File: src/rtl/viterbi_pkg.sv
// Shared constants, FSM states and reference encode step for the
// convolutional encoder / Viterbi decoder pair.
package viterbi_pkg;

    localparam int K_DEF = 4;
    localparam logic [K_DEF-1:0] G0_DEF = 4'b1111;
    localparam logic [K_DEF-1:0] G1_DEF = 4'b1101;
    localparam int M_DEF = K_DEF - 1;
    localparam int S_DEF = 2 ** M_DEF;
    localparam int SYM_W = 2;

    typedef enum logic [1:0] {
        ST_IDLE,
        ST_DATA,
        ST_TAIL,
        ST_FLUSH
    } enc_state_e;

    typedef struct packed {
        logic [SYM_W-1:0] sym;
        logic [M_DEF-1:0] st;
    } enc_step_t;

    // One trellis step: newest bit enters at the LSB of the state.
    function automatic enc_step_t encode(
        input logic [M_DEF-1:0] st,
        input logic             b
    );
        logic [K_DEF-1:0] r;
        enc_step_t        res;
        r       = {st, b};
        res.sym = {^(r & G0_DEF), ^(r & G1_DEF)};
        res.st  = {st[M_DEF-2:0], b};
        return res;
    endfunction

endpackage

File: src/rtl/conv_encoder_framer_core.sv
// Combinational rate-1/2 encoder step: symbol and next shift-register
// state for the current state and input bit.
module conv_enc_core
    import viterbi_pkg::*;
#(
    parameter int K = K_DEF,
    parameter logic [K-1:0] G0 = G0_DEF,
    parameter logic [K-1:0] G1 = G1_DEF
) (
    input  logic [K-2:0]     st,
    input  logic             b,
    output logic [SYM_W-1:0] sym,
    output logic [K-2:0]     st_nxt
);

    logic [K-1:0] r;

    assign r      = {st, b};
    assign sym    = {^(r & G0), ^(r & G1)};
    assign st_nxt = {st[K-3:0], b};

endmodule

File: src/rtl/conv_encoder_framer.sv
// Frame-based rate-1/2 convolutional encoder with optional zero tail,
// single-stage output register and valid/ready streams on both sides.
module conv_encoder_framer
    import viterbi_pkg::*;
#(
    parameter int K = K_DEF,
    parameter logic [K-1:0] G0 = G0_DEF,
    parameter logic [K-1:0] G1 = G1_DEF,
    parameter int TAIL = 1
) (
    input  logic             clk,
    input  logic             rst_n,
    input  logic             start,
    input  logic [7:0]       frame_len,
    output logic             busy,
    input  logic             bit_in,
    input  logic             bit_valid,
    output logic             bit_ready,
    output logic [SYM_W-1:0] sym_out,
    output logic             sym_valid,
    input  logic             sym_ready,
    output logic             sym_last,
    output logic             done,
    output logic [8:0]       sym_count
);

    localparam int M = K - 1;
    localparam logic [8:0] TAIL_LEN = (TAIL != 0) ? 9'(M) : 9'd0;

    enc_state_e state, state_nxt;

    logic [M-1:0]     st;
    logic [M-1:0]     st_nxt;
    logic [7:0]       len_q;
    logic [SYM_W-1:0] sym_nxt;
    logic [8:0]       cnt_inc;
    logic [8:0]       total;
    logic             adv;
    logic             enc_b;
    logic             step;
    logic             start_ok;

    assign adv       = !sym_valid || sym_ready;
    assign bit_ready = (state == ST_DATA) && adv;
    assign enc_b     = (state == ST_DATA) && bit_in;
    assign step      = (bit_ready && bit_valid)
                     || ((state == ST_TAIL) && adv);
    assign cnt_inc   = sym_count + 9'd1;
    assign total     = {1'b0, len_q} + TAIL_LEN;
    assign start_ok  = (state == ST_IDLE) && start;

    conv_enc_core #(
        .K  (K),
        .G0 (G0),
        .G1 (G1)
    ) u_core (
        .st     (st),
        .b      (enc_b),
        .sym    (sym_nxt),
        .st_nxt (st_nxt)
    );

    always_ff @(posedge clk or negedge rst_n) begin
        if (!rst_n) begin
            state <= ST_IDLE;
        end else begin
            state <= state_nxt;
        end
    end

    always_comb begin
        state_nxt = state;
        unique case (state)
            ST_IDLE: begin
                if (start) begin
                    if (frame_len != 8'd0) begin
                        state_nxt = ST_DATA;
                    end else if (TAIL != 0) begin
                        state_nxt = ST_TAIL;
                    end else begin
                        state_nxt = ST_FLUSH;
                    end
                end
            end
            ST_DATA: begin
                if (step && (cnt_inc == {1'b0, len_q})) begin
                    state_nxt = (TAIL != 0) ? ST_TAIL : ST_FLUSH;
                end
            end
            ST_TAIL: begin
                if (step && (cnt_inc == total)) begin
                    state_nxt = ST_FLUSH;
                end
            end
            ST_FLUSH: begin
                if (adv) begin
                    state_nxt = ST_IDLE;
                end
            end
            default: state_nxt = ST_IDLE;
        endcase
    end

    // Output register, counters and frame bookkeeping.
    always_ff @(posedge clk or negedge rst_n) begin
        if (!rst_n) begin
            st        <= '0;
            len_q     <= '0;
            sym_out   <= '0;
            sym_valid <= 1'b0;
            sym_last  <= 1'b0;
            sym_count <= '0;
            busy      <= 1'b0;
            done      <= 1'b0;
        end else begin
            done <= 1'b0;
            if (start_ok) begin
                len_q     <= frame_len;
                st        <= '0;
                sym_count <= '0;
                busy      <= 1'b1;
            end else if (done) begin
                busy <= 1'b0;
            end
            if (step) begin
                st        <= st_nxt;
                sym_out   <= sym_nxt;
                sym_valid <= 1'b1;
                sym_last  <= (cnt_inc == total);
                sym_count <= cnt_inc;
            end else if (sym_ready) begin
                sym_valid <= 1'b0;
                sym_last  <= 1'b0;
            end
            if ((state == ST_FLUSH) && adv) begin
                done <= 1'b1;
            end
        end
    end

endmodule

File: config.mk
export PLATFORM = sky130hd
export DESIGN_NAME = conv_encoder_framer
export DESIGN_NICKNAME = d
export VERILOG_FILES = /design/src/rtl/viterbi_pkg.sv /design/src/rtl/conv_encoder_framer_core.sv /design/src/rtl/conv_encoder_framer.sv
export SDC_FILE = /design/constraint.sdc
export NUM_CORES = 1
export LEC_CHECK = 0
export BUFFER_PORTS_ARGS = -buffer_cell sky130_fd_sc_hd__clkbuf_2
export CAP_MARGIN = 20
export CORE_MARGIN = 2
export CORE_UTILIZATION = 45
export CTS_BUF_LIST = sky130_fd_sc_hd__clkbuf_4 sky130_fd_sc_hd__clkbuf_8
export DETAILED_ROUTE_END_ITERATION = 8
export GPL_ROUTABILITY_DRIVEN = 0
export PLACE_DENSITY_LB_ADDON = 0.1
export SLEW_MARGIN = 20
export SYNTH_ARGS = -nofsm -noshare
export SYNTH_HDL_FRONTEND = slang
export SYNTH_HIERARCHICAL = 1
export SYNTH_SLANG_ARGS = --single-unit
File: constraint.sdc
create_clock -name clk -period 3.26 [get_ports clk]
set_input_delay 0.489 -clock clk [delete_from_list [all_inputs] [get_ports clk]]
set_output_delay 0.489 -clock clk [all_outputs]
set_load 0.1 [all_outputs]
Word-level counts from Yosys, hierarchy flattened
Cells that the tools add are included.
Operators by class
  equality and inequality tests: 9
  reductions and logical operators: 19
  $mul: 0
  $add $sub $neg: 2
  $lt $le $gt $ge: 0
  divide/modulo/power cells: 0
  shift-type cells: 0
  bitwise logic cells: 0
  multiplexer cells: 16
Operator list (count)
  2-to-1 mux 9 bit: 2
  2-to-1 mux 2 bit: 5
  adder 8 x 2 -> 9 bit, second input constant: 1
  adder 9 x 1 -> 9 bit, second input constant: 1
  equality test 9 x 8 -> 1 bit: 1
  equality test 9 bit: 1
  logical AND 1 bit: 8
  case mux 2 bit (4 select lines): 1
  nonzero test 8 bit: 1
  XOR reduction 4 bit: 2
  2-to-1 mux 1 bit: 6
  2-to-1 mux 3 bit: 2
  nonzero test 2 bit: 3
  equality test 2 bit, second input constant: 2
  != test 2 x 1 -> 1 bit, second input constant: 2
  != test 2 bit, second input constant: 2
  AND reduction 4 bit: 1
  equality test 2 x 1 -> 1 bit, second input constant: 1
  zero test 2 bit: 1
  logical OR 1 bit: 2
  zero test 1 bit: 1
Word-level totals
  logic and storage cells: 55
  bits in writable memories: 0
  memories kept: 0
  output and inout bits: 16
  register bits: 28
  bits in latches: 0
  input bits: 14
  bits in read-only memories: 0

Logic depth before layout (Yosys ltp)
  depth in word-level cells: 8
  gate-level depth with buffers: 9
  gate-level depth less buffers: 9

Hierarchy
Netlist, hierarchy kept.
Modules (own cells, without submodules)
  conv_encoder_framer: times used 1, cells an instance 189, seq. area each 700.7 um^2, area each 1771.7 um^2
  conv_enc_core: times used 1, cells an instance 7, seq. area each 0.0 um^2, area each 65.1 um^2

Least setup slack after synthesis
Ideal clock, no wire load.
  path type: register -> register
  start: reg sym_count[0]
  end: reg state[1]
  period minus slack after synthesis: 3049 ps
  data required time: 3135 ps
  stages on the path, launching flop included: 9
  arrival time: 2924 ps
  path buffers: 0
  slack: 211 ps
  setup time: 125 ps
  cells stage by stage: dfrtp_1 > ha_1 > xnor3_4 > xnor2_1 > nand4_1 > nor4b_2 > nand4_1 > a21oi_1 > mux2_2
Between the ends
  word-level cells in the longest chain between the ends: 5
  elaborated cells on any way between the ends: 8
  classes of those cells: add/sub (1); eq/ne (4); reduce/logical (3)
RTL lines
  from (decl): line conv_encoder_framer.sv:24  | output logic [8:0] sym_count
  from (signal assigned): line conv_encoder_framer.sv:130  | sym_count <= cnt_inc;
  adder 9 x 1 -> 9 bit *: line conv_encoder_framer.sv:48  | assign cnt_inc = sym_count + 9'd1;
  equality test 9 bit / equality test 9 x 8 -> 1 bit (equally long branches): line conv_encoder_framer.sv:91, conv_encoder_framer.sv:86
  logical AND 1 bit, on equally long branches: line conv_encoder_framer.sv:91, conv_encoder_framer.sv:86
  != test 2 x 1 -> 1 bit (no line)
  AND reduction 4 bit (no line) *
  to (signal assigned): line conv_encoder_framer.sv:67  | state <= state_nxt;
  to (decl): line conv_encoder_framer.sv:30  | enc_state_e state, state_nxt;
Every way passes the cells marked *; elsewhere a longest branch is shown, timed or not.
A chain may end at the register's enable or synchronous reset.

Worst setup path after layout
Ends and elaborated chain as after synthesis.

==> flow_summary.json <==
{
  "synth_seq_cells": 28,
  "fp.dieW_um": 67.9,
  "ios": 30,
  "hold_buffers": 0,
  "synthSimpleGateAreaFrac_pct": 23.4,
  "fmax_ghz": 0.368,
  "rsz0062_at_grt": "no",
  "p_per_area_nw_per_um2": 1010,
  "routed_wirelength_um": 4030,
  "netlist.area_leader.share_pct": 38.1,
  "hold_class": "primary input to asynchronous set/reset pin",
  "vias": 1475,
  "antenna_found_initial": 0,
  "ir_drop_v": 0.000321,
  "core_um2": 3970,
  "antenna_left": 0,
  "synth_xor_area_share_pct": 14.8,
  "yosysSeqAreaShare_pct": 38.1,
  "yosysTopAreaCell": "dfrtp_1",
  "dr.first_iter.drc_count": 66,
  "start_util_pct": 46.3,
  "worstPathMaxFanout": 7,
  "synth_nets": 217,
  "n_antenna_cell": 0,
  "worstMarginPinSlew_ns": 0.703,
  "final_nets": 244,
  "cts_resized": 0,
  "clock_path_buffers": 2,
  "leakagePower_nw": 0.995,
  "fin_area_um2": 2080,
  "setup_viol": 0,
  "status": "finished, final reports clean",
  "grt_overflow": 0,
  "dr.pass1.iters": 4,
  "cts_sinks": 28,
  "synth_top_family_by_area": "simple AND/OR/NAND/NOR gates",
  "drv_slew": 0,
  "synth-main-ff-cell": "dfrtp_1",
  "finClkSkew_ns": 0.00556,
  "remaining_drc_errors": 0,
  "min_period_ns": 2.72,
  "rows": 23,
  "syn2layout_area_growth_pct": 13.0,
  "finalCritPeriodShare_pct": 83.3,
  "arrival_ns": 2.89,
  "syn_area_um2": 1840,
  "path_class": "flip-flop to flip-flop",
  "synthAdderAreaFrac_pct": 4.77,
  "dieArea_um2": 4610,
  "grt_pass1_wl_um": 6340,
  "relSlewSlack_pct": 53.1,
  "cts_root_buf": "clkbuf_8",
  "synth-compound-area-share_pct": 8.45,
  "worstSetupStartpointType": "flip-flop",
  "htree_num_levels": 1,
  "dpl_cell_area_um2": 2000,
  "final_hold_viol_count": 0,
  "viasPerCell": 5.42,
  "nFillCells": 395,
  "drive_above_1_share_pct": 22.5,
  "required_ns": 3.44,
  "cts_setup_buffers": 0,
  "hpwl_um": 3110,
  "grt_pass1_vias": 1354,
  "portBuffers": 29,
  "synth_cell_types": 39,
  "async_flop_share_pct": 100,
  "die_h_um": 67.9,
  "netlist_top_cells_count": "dfrtp_1, nand2_1, o21ai_0, nand3_1, xnor2_1",
  "grt_start_max_net_pins": 29,
  "synth-edff-count": 0,
  "setup_tns_ns": 0,
  "cts_buffers": 3,
  "avgSynthCellArea_um2": 9.37,
  "track_usage_pct": 18.6,
  "clk_latency_ns": 0.28,
  "synth_mux_area_share_pct": 6.61,
  "end_kind": "flip-flop",
  "cap_violations": 0,
  "clk_pin_slew_ns": 0.10,
  "wl_per_cell_um": 14.8,
  "synth.top_cells.by_area": "dfrtp_1, xnor2_1, nand2_1",
  "netlist_instances": 196,
  "ys_warn_count": 6,
  "cts_tree": "built"
}
[metrics by stage]
stage / worst slack (ns) / utilization, % / std cells / hold slack (ns) / power, mW
finish: 0.544 / 52.3 / 272 / 0.239 / 2.09
CTS: 0.557 / 52.3 / 272 / 0.267 / 2.10
global placement: 0.686 / 50.5 / 268 / 0.451 / 1.79
detailed placement: 0.576 / 50.5 / 268 / 0.464 / 1.82
floorplan: 0.211 / - / 196 / 0.193 / 1.61
global route: 0.402 / 52.3 / 272 / 0.296 / 2.24
[cell families after synthesis]
logic type / Yosys count
and+or+nand+nor: 83
AOI/OAI and AO/OA: 28
DFF: 28
xor gates and xnor gates: 25
buffers and inverters: 14
muxes: 11
adders and majority gates: 7
[where the power goes]
| part | switching, mW | internal, mW | leakage (nW) |
|---|---|---|---|
| clock | 0.114 | 0.165 | 0.0357 |
| combinational | 0.777 | 0.433 | 0.600 |
| sequential | 0.134 | 0.466 | 0.360 |
| total | 1.03 | 1.06 | 0.995 |
[final timing paths]
check,cells after the start,slack (ns),start,end
worst max-delay path,8,0.54,sym_count[0],state[1]
worst min-delay path,1,0.24,rst_n,sym_count[1]
worst max register to register,8,0.54,sym_count[0],state[1]
worst min register to register,2,0.48,sym_out[1],sym_out[1]
max in group asynchronous,1,2.58,rst_n,len_q[2]
min in group clk,2,0.46,frame_len[0],len_q[0]
[cells in the final DEF, fill, tap and decap left out, types with 2 or more instances in the layout]
master,netlist,layout
and2_1,5,5
mux2i_1,2,2
o21ai_0,16,16
o31ai_1,2,2
or3_1,2,2
and3_4,2,2
dfrtp_1,28,28
a21oi_1,7,7
clkbuf_2,0,29
clkbuf_8,0,3
xnor3_1,2,2
nor2_1,11,11
nor2b_1,3,3
mux2_2,9,9
xor2_1,8,8
nor4_1,2,2
and3_1,2,2
xnor2_1,13,13
inv_1,6,6
ha_1,7,7
nand4_1,5,5
nand2_1,28,28
nand3_1,13,13
nor3_1,2,2
[critical path, stage by stage, from the launching register on]
cell     delay (ns)
dfrtp_1        0.48
ha_1           0.34
xnor3_4        0.45
xnor2_1        0.17
nand4_1        0.13
nor4b_2        0.23
nand4_1        0.21
a21oi_1        0.25
mux2_2         0.35
[area by class of cell]
cell class | instances | area, um^2 | area share, %
clock inverter | 1 | 30.0 | 1.45
timing repair buffer | 30 | 153 | 7.35
tap | 50 | 62.6 | 3.01
sequential | 28 | 701 | 33.8
multi-input combinational | 154 | 1070 | 51.4
clock buffer | 3 | 41.3 | 1.99
inverter | 6 | 22.5 | 1.08
[layer usage]
layer | share of wire (%) | global-route usage [%] | up-vias
met3 | 2.9 | 1.97 | 5
met2 | 48 | 31.9 | 26
li1 | - | - | 726
met4 | 1.1 | 5.25 | 0
met1 | 48 | 24.8 | 718
met5 | 0 | 0 | -
[flip-flops by register name, indices dropped and copies added, names as in the netlist]
signal and count:
busy 1, done 1, len_q 8, st 3, state 2, sym_count 9, sym_last 1, sym_out 2
sym_valid 1
(Power assumes the default switching activity.)
